File: src/rtl/imem_loader.sv
`default_nettype none
// ============================================================================
// imem_loader : boot loader turning a length-prefixed big-endian byte stream
// into instruction-memory writes; holds the core in reset until loaded.
// Optional checksum byte enabled by IMEM_LOADER_CHECKSUM_EN.
// Revision: 1.0
// ============================================================================
module imem_loader #(
    parameter int          ADDR_WIDTH = 8,
    parameter logic [31:0] BASE_ADDR  = 32'h0000_0000
) (
    input  logic        clk,
    input  logic        reset,
    input  logic        in_valid,
    input  logic [7:0]  in_data,
    output logic        in_ready,
    output logic        mem_we,
    output logic [31:0] mem_addr,
    output logic [31:0] mem_wdata,
    output logic        cpu_reset,
    output logic        done,
    output logic        error
);

`ifdef IMEM_LOADER_CHECKSUM_EN
    typedef enum logic [2:0] {
        LEN_HI = 3'd0,
        LEN_LO = 3'd1,
        DATA   = 3'd2,
        CSUM   = 3'd3,
        DONE   = 3'd4,
        ERROR  = 3'd5
    } state_t;
`else
    typedef enum logic [2:0] {
        LEN_HI = 3'd0,
        LEN_LO = 3'd1,
        DATA   = 3'd2,
        DONE   = 3'd4,
        ERROR  = 3'd5
    } state_t;
`endif

    localparam logic [31:0]         MAX_WORDS = 32'd1 << ADDR_WIDTH;
    localparam logic [ADDR_WIDTH:0] IDX_ONE   = {{ADDR_WIDTH{1'b0}}, 1'b1};

    state_t              state_q, state_d;
    logic [15:0]         count_q, count_d;
    logic [1:0]          bcnt_q, bcnt_d;
    logic [23:0]         asm_q, asm_d;
    logic [ADDR_WIDTH:0] idx_q, idx_d;
    logic                we_q, we_d;
    logic [31:0]         addr_q, addr_d;
    logic [31:0]         wdata_q, wdata_d;
    logic                done_q, done_d;
    logic                error_q, error_d;
`ifdef IMEM_LOADER_CHECKSUM_EN
    logic [7:0]          csum_q, csum_d;
`endif

    logic                w_xfer;
    logic [15:0]         w_len;
    logic                w_last_word;

    always_comb begin
        in_ready = 1'b0;
        if (!reset) begin
            case (state_q)
                LEN_HI, LEN_LO, DATA: in_ready = 1'b1;
`ifdef IMEM_LOADER_CHECKSUM_EN
                CSUM:                 in_ready = 1'b1;
`endif
                default:              in_ready = 1'b0;
            endcase
        end
    end

    assign w_xfer      = in_valid & in_ready;
    assign w_len       = {count_q[15:8], in_data};
    assign w_last_word = (32'(idx_q) + 32'd1) == 32'(count_q);

    always_comb begin
        state_d = state_q;
        count_d = count_q;
        bcnt_d  = bcnt_q;
        asm_d   = asm_q;
        idx_d   = idx_q;
        we_d    = 1'b0;
        addr_d  = addr_q;
        wdata_d = wdata_q;
        done_d  = done_q;
        error_d = error_q;
`ifdef IMEM_LOADER_CHECKSUM_EN
        csum_d  = csum_q;
`endif
        case (state_q)
            LEN_HI: begin
                if (w_xfer) begin
                    count_d[15:8] = in_data;
                    state_d       = LEN_LO;
                end
            end
            LEN_LO: begin
                if (w_xfer) begin
                    count_d[7:0] = in_data;
                    if (w_len == 16'd0) begin
`ifdef IMEM_LOADER_CHECKSUM_EN
                        state_d = CSUM;
`else
                        state_d = DONE;
                        done_d  = 1'b1;
`endif
                    end else if (32'(w_len) > MAX_WORDS) begin
                        state_d = ERROR;
                        error_d = 1'b1;
                    end else begin
                        state_d = DATA;
                    end
                end
            end
            DATA: begin
                if (w_xfer) begin
`ifdef IMEM_LOADER_CHECKSUM_EN
                    csum_d = csum_q ^ in_data;
`endif
                    bcnt_d = bcnt_q + 2'd1;
                    if (bcnt_q == 2'd3) begin
                        // Word is committed to dedicated output registers so
                        // assembly of the next word can start immediately.
                        wdata_d = {asm_q, in_data};
                        addr_d  = BASE_ADDR + (32'(idx_q) << 2);
                        we_d    = 1'b1;
                        idx_d   = idx_q + IDX_ONE;
                        if (w_last_word) begin
`ifdef IMEM_LOADER_CHECKSUM_EN
                            state_d = CSUM;
`else
                            state_d = DONE;
`endif
                        end
                    end else begin
                        asm_d = {asm_q[15:0], in_data};
                    end
                end
            end
`ifdef IMEM_LOADER_CHECKSUM_EN
            CSUM: begin
                if (w_xfer) begin
                    if (in_data == csum_q) begin
                        state_d = DONE;
                        done_d  = 1'b1;
                    end else begin
                        state_d = ERROR;
                        error_d = 1'b1;
                    end
                end
            end
`endif
            // Entering DONE from DATA coincides with the last write strobe;
            // done follows one cycle later.
            DONE:    done_d  = 1'b1;
            ERROR:   error_d = 1'b1;
            default: state_d = LEN_HI;
        endcase
    end

    always_ff @(posedge clk or posedge reset) begin
        if (reset) begin
            state_q <= LEN_HI;
            count_q <= 16'd0;
            bcnt_q  <= 2'd0;
            asm_q   <= 24'd0;
            idx_q   <= '0;
            we_q    <= 1'b0;
            addr_q  <= BASE_ADDR;
            wdata_q <= 32'd0;
            done_q  <= 1'b0;
            error_q <= 1'b0;
`ifdef IMEM_LOADER_CHECKSUM_EN
            csum_q  <= 8'd0;
`endif
        end else begin
            state_q <= state_d;
            count_q <= count_d;
            bcnt_q  <= bcnt_d;
            asm_q   <= asm_d;
            idx_q   <= idx_d;
            we_q    <= we_d;
            addr_q  <= addr_d;
            wdata_q <= wdata_d;
            done_q  <= done_d;
            error_q <= error_d;
`ifdef IMEM_LOADER_CHECKSUM_EN
            csum_q  <= csum_d;
`endif
        end
    end

    assign mem_we    = we_q;
    assign mem_addr  = addr_q;
    assign mem_wdata = wdata_q;
    assign done      = done_q;
    assign error     = error_q;
    assign cpu_reset = ~done_q;

endmodule
`default_nettype wire

File: config.mk
export PLATFORM = sky130hd
export DESIGN_NAME = imem_loader
export DESIGN_NICKNAME = d
export VERILOG_FILES = /design/src/rtl/imem_loader.sv
export SDC_FILE = /design/constraint.sdc
export NUM_CORES = 1
export LEC_CHECK = 0
export CAP_MARGIN = 5
export CORE_MARGIN = 10
export CORE_UTILIZATION = 35
export CTS_CLUSTER_DIAMETER = 80
export CTS_CLUSTER_SIZE = 30
export DETAILED_ROUTE_END_ITERATION = 6
export SLEW_MARGIN = 20
export SYNTH_ARGS = -nofsm -noshare
export SYNTH_HDL_FRONTEND = slang
export SYNTH_SLANG_ARGS = --single-unit
File: constraint.sdc
create_clock -name clk -period 4.8 [get_ports clk]
set_input_delay 1.44 -clock clk [delete_from_list [all_inputs] [get_ports clk]]
set_output_delay 1.44 -clock clk [all_outputs]
set_load 0.005 [all_outputs]
Word level (Yosys, flattened, before mapping):

Cells that the tools add are included.

* muxes and demuxes: 20
* eq/ne operators: 14
* reduce and logical (&&, ||, !) cells: 14
* order comparisons: 1
* add/subtract/negate cells: 3
* bitwise logic cells: 4

Operators with widths (count)
* $mux 3: 7
* $eq 10x16->1: 1
* $gt 16x9->1 const B: 1
* $logic_not 16->1: 1
* $ne 2x2->1 const B: 8
* $pmux 3 s4: 1
* $add 9x1->10 const B: 1
* $mux 1: 10
* $add 9x1->9 const B: 1
* $reduce_and 3->1: 3
* $eq 3x3->1 const B: 2
* $reduce_and 2->1: 3
* $reduce_and 6->1: 1
* $pmux 1 s2: 2
* $reduce_and 4->1: 1
* $reduce_bool 2->1: 2
* $eq 3x1->1 const B: 1
* $eq 3x2->1 const B: 1
* $logic_not 3->1: 1
* $not 1->1: 3
* $reduce_or 3->1: 1
* $add 2x1->2 const B: 1
* $eq 2x2->1 const B: 1
* $reduce_or 2->1: 1
* $and 1x1->1: 1

* word-level logic and storage cells: 67
* output and inout port bits: 69
* input port bits: 11
* flip-flop bits (word level): 98

Logic depth before layout (Yosys ltp):

* depth in word-level cells: 7
* gate-level depth with buffers: 7
* depth with buffers taken out: 7

Worst setup path before layout:

Ideal clock, no wire load.

* kind: input to output
* start point: input port reset
* end point: output port in_ready
* setup slack: 1.649 ns
* cell stages on the path: 1
* data arrival time: 1.711 ns
* buffers on the path: 0
* data required time: 3.360 ns
* cells stage by stage: a211oi_1

* word-level cells in the longest chain between the ends: 1

Ends and longest elaborated chain
* start: declaration: RTL line 13 `input logic reset,`
* $mux 1: RTL line 67 `if (!reset) begin`
* end: declaration: RTL line 16 `output logic in_ready,`

No other way between the ends.

Worst setup path after layout:

Same ends and word-level chain as after synthesis.

==> impl_metrics.yaml <==
timing:
  period_share_pct: 87.4
  hold_slack_ps: 469
  fin_ws_ps: 605
  setup_viol: 0
  fin_setup_tns_ps: 0
  worst_pin_slew_ps: 1030
  hold_viol: 0
  slew_violations: 0
  period_needed_ps: 4190
  relSlewSlack_pct: 31.3
  fmax_mhz: 238
  skew_ps: 9.40
  rsz0062_at_grt: "false"
synth:
  syn-instance-count: 420
  synth_top_area_share_pct: 56.0
  syn_area_mm2: 0.00438
  yosysMostFrequentCell: "nand2_1"
  async_reset_ff_share_pct: 100
  ys.flop_type: "dfrtp_1"
  synth.avg_cell_area_um2: 10.4
  synth_seq_cells: 98
  synth_common_cells: "nand2_1 (138), dfrtp_1 (98), mux2_2 (40)"
  synth_top_area_cell: "dfrtp_1"
  synth_warnings: 0
  synthTopCellsByArea: "dfrtp_1 (56%), nand2_1 (12%), mux2_2 (10%)"
  ys_seq_area_share_pct: 56.0
  synth_cell_type_count: 47
  synth-edff-count: 0
min_path:
  hp-class: "flip-flop to flip-flop"
  hold_path_startpoint: "asm_q[22]"
route:
  ant_nets: 0
  first_pass_iters: 4
  vias_per_cell: 4.60
  routed_wl_um: 9350
  drc: 0
  num_vias: 2964
  wl_per_cell_um: 14.5
  drt_first_iter_violations: 151
worst_setup_path:
  cp.required_ps: 3360
  worst_path_dominant_cell_family: "buffers and inverters"
  startpoint: "reset"
  regToRegSetupSlack_ps: 2560
  cpMostUsedCell: "clkdlybuf4s50_1"
  crit_type: "input port to primary output"
  r2r-start: "idx_q[0]"
  crit_buf_inv: 2
  critPathLaunchType: "input port"
  path_max_fanout: 3
  end_kind: "primary output"
  crit_arrival_ps: 2750
  crit_path_max_incr_delay_ps: 560
  worstPathCellList: "clkdlybuf4s50_1 -> a211oi_1 -> clkdlybuf4s50_1"
  critPathSlowestCell: "clkdlybuf4s50_1"
final_layout:
  final_area_mm2: 0.00530
  final_util_pct: 43.7
  nNetsFinal: 485
  stdcell_count: 644
  drive_gt1_share_pct: 13.7
  multi_input_area_mm2: 0.00172
  fill_cells: 1202
  num_antenna_cells: 0
  areaGrowthSynthToFinish_pct: 20.8
  seq_area_mm2: 0.00245
global_route:
  grt_pass1_vias: 3059
  track_usage_pct: 11.0
  grt_start_max_net_pins: 61
  grt_pass1_wl_um: 15900
  grt_overflow_total: 0
  antenna_found_initial: 0
clocking:
  post_cts_resize_count: 0
  cts_buffer_depth: 2
  holdBufCountCts: 0
  cts_sinks: 98
  cts-root-buf: "clkbuf_16"
  clk_pin_slew_ps: 60
  cts_tree: "done"
  cts_buffers: 9
  worst_skew_pair.late_latency_ps: 340
  post_cts_buffers: 0
  htreeDepth: 3
placed_design:
  dp_slack_ps: 580
  detailed_place_hpwl_um: 6720
  io_buffers: 56
  place_area_mm2: 0.00500
  dpl.cell_count: 629
  gp_congestion: 0.801
die:
  num_io_pins: 80
  start_util_pct: 36.2
  fp.dieW_um: 132
  core_area_mm2: 0.0121
  die_y_um: 132
  die-area_mm2: 0.0174
  rows: 40
pwr:
  peakVddDrop_uv: 181
  power_density_mw_per_mm2: 363
  power.leakage_nw: 2.56
  power.total_mw: 1.92
flow_run:
  cap_violations: 0
outcome:
  status: "finished, final reports clean"
flip-flops by register name (all words and copies together) (netlist names):
register / flops
state_q: 3
asm_q: 24
mem_addr: 9
count_q: 16
done: 1
mem_we: 1
bcnt_q: 2
mem_wdata: 32
idx_q: 9
error: 1
power by group:
| part | internal, mW | leakage [nW] | total [mW] | switching [mW] |
|---|---|---|---|---|
| Sequential | 0.898 | 1.32 | 0.963 | 0.0652 |
| Combinational | 0.126 | 1.10 | 0.242 | 0.116 |
| Clock | 0.405 | 0.133 | 0.715 | 0.310 |
| Total | 1.43 | 2.56 | 1.92 | 0.492 |
worst paths after layout:
check | to | cells after the start
setup / recovery | in_ready | 3
hold / removal | mem_wdata[30] | 2
setup reg to reg | state_q[1] | 7
hold reg to reg | mem_wdata[30] | 2
max in group asynchronous | mem_addr[7] | 3
min in group asynchronous | error | 2
area by class of cell:
cell class | instances | area share, %
flip-flops and latches | 98 | 46.3
multi-input cells | 297 | 32.6
repair buffers | 60 | 11.2
clock buffers | 10 | 4.32
well taps | 168 | 3.97
clock inverters | 5 | 1.21
inverters | 6 | 0.473
worst reg2reg max path: cells and delay by family (launching register included):
family | cells | cell delay, ps
fa+ha+maj | 1 | 330
flops | 1 | 470
simple gates | 3 | 770
compound gates | 3 | 540
cell usage in the layout (no fill, tap or decap), types with 2 or more instances in the layout:
| cell | netlist | layout |
|---|---|---|
| a211oi_1 | 2 | 2 |
| a21oi_1 | 2 | 2 |
| a31oi_1 | 3 | 3 |
| and2_1 | 2 | 2 |
| buf_4 | 25 | 4 |
| clkbuf_16 | 0 | 9 |
| clkdlybuf4s50_1 | 0 | 56 |
| clkinvlp_4 | 0 | 3 |
| conb_1 | 1 | 23 |
| dfrtp_1 | 98 | 98 |
| ha_1 | 2 | 2 |
| inv_1 | 5 | 4 |
| mux2_2 | 40 | 40 |
| nand2_1 | 138 | 138 |
| nand3_1 | 9 | 9 |
| nand3b_1 | 3 | 3 |
| nand4_1 | 4 | 4 |
| nor2_1 | 8 | 8 |
| nor2b_1 | 6 | 6 |
| nor3_1 | 4 | 4 |
| nor3b_1 | 3 | 3 |
| nor4_1 | 3 | 3 |
| o21ai_0 | 6 | 6 |
| o31a_1 | 2 | 2 |
| xnor2_1 | 12 | 12 |
| xor2_1 | 6 | 6 |
per-layer routing:
layer | global-route usage, % | wire [µm] | vias up
li1 | - | - | 1442
met4 | 4.94 | 192 | 0
met2 | 16.4 | 4280 | 68
met1 | 14.5 | 4450 | 1442
met3 | 2.90 | 421 | 12
met5 | 0 | 0 | -
kinds of logic (layout without fill, tap and decap cells):
| logic type | count (synthesis) | after routing | share of synthesized area, % |
|---|---|---|---|
| DFF | 98 | 98 | 56.0 |
| buffers and inverters | 47 | 81 | 6.57 |
| AOI/OAI and AO/OA | 23 | 23 | 3.60 |
| and+or+nand+nor | 191 | 191 | 19.3 |
| muxes | 40 | 40 | 10.3 |
| adders and majority gates | 2 | 2 | 0.571 |
| other | 1 | 23 | 0.0856 |
| xor gates and xnor gates | 18 | 18 | 3.60 |
Note: power is estimated with default switching activity, not from simulation.
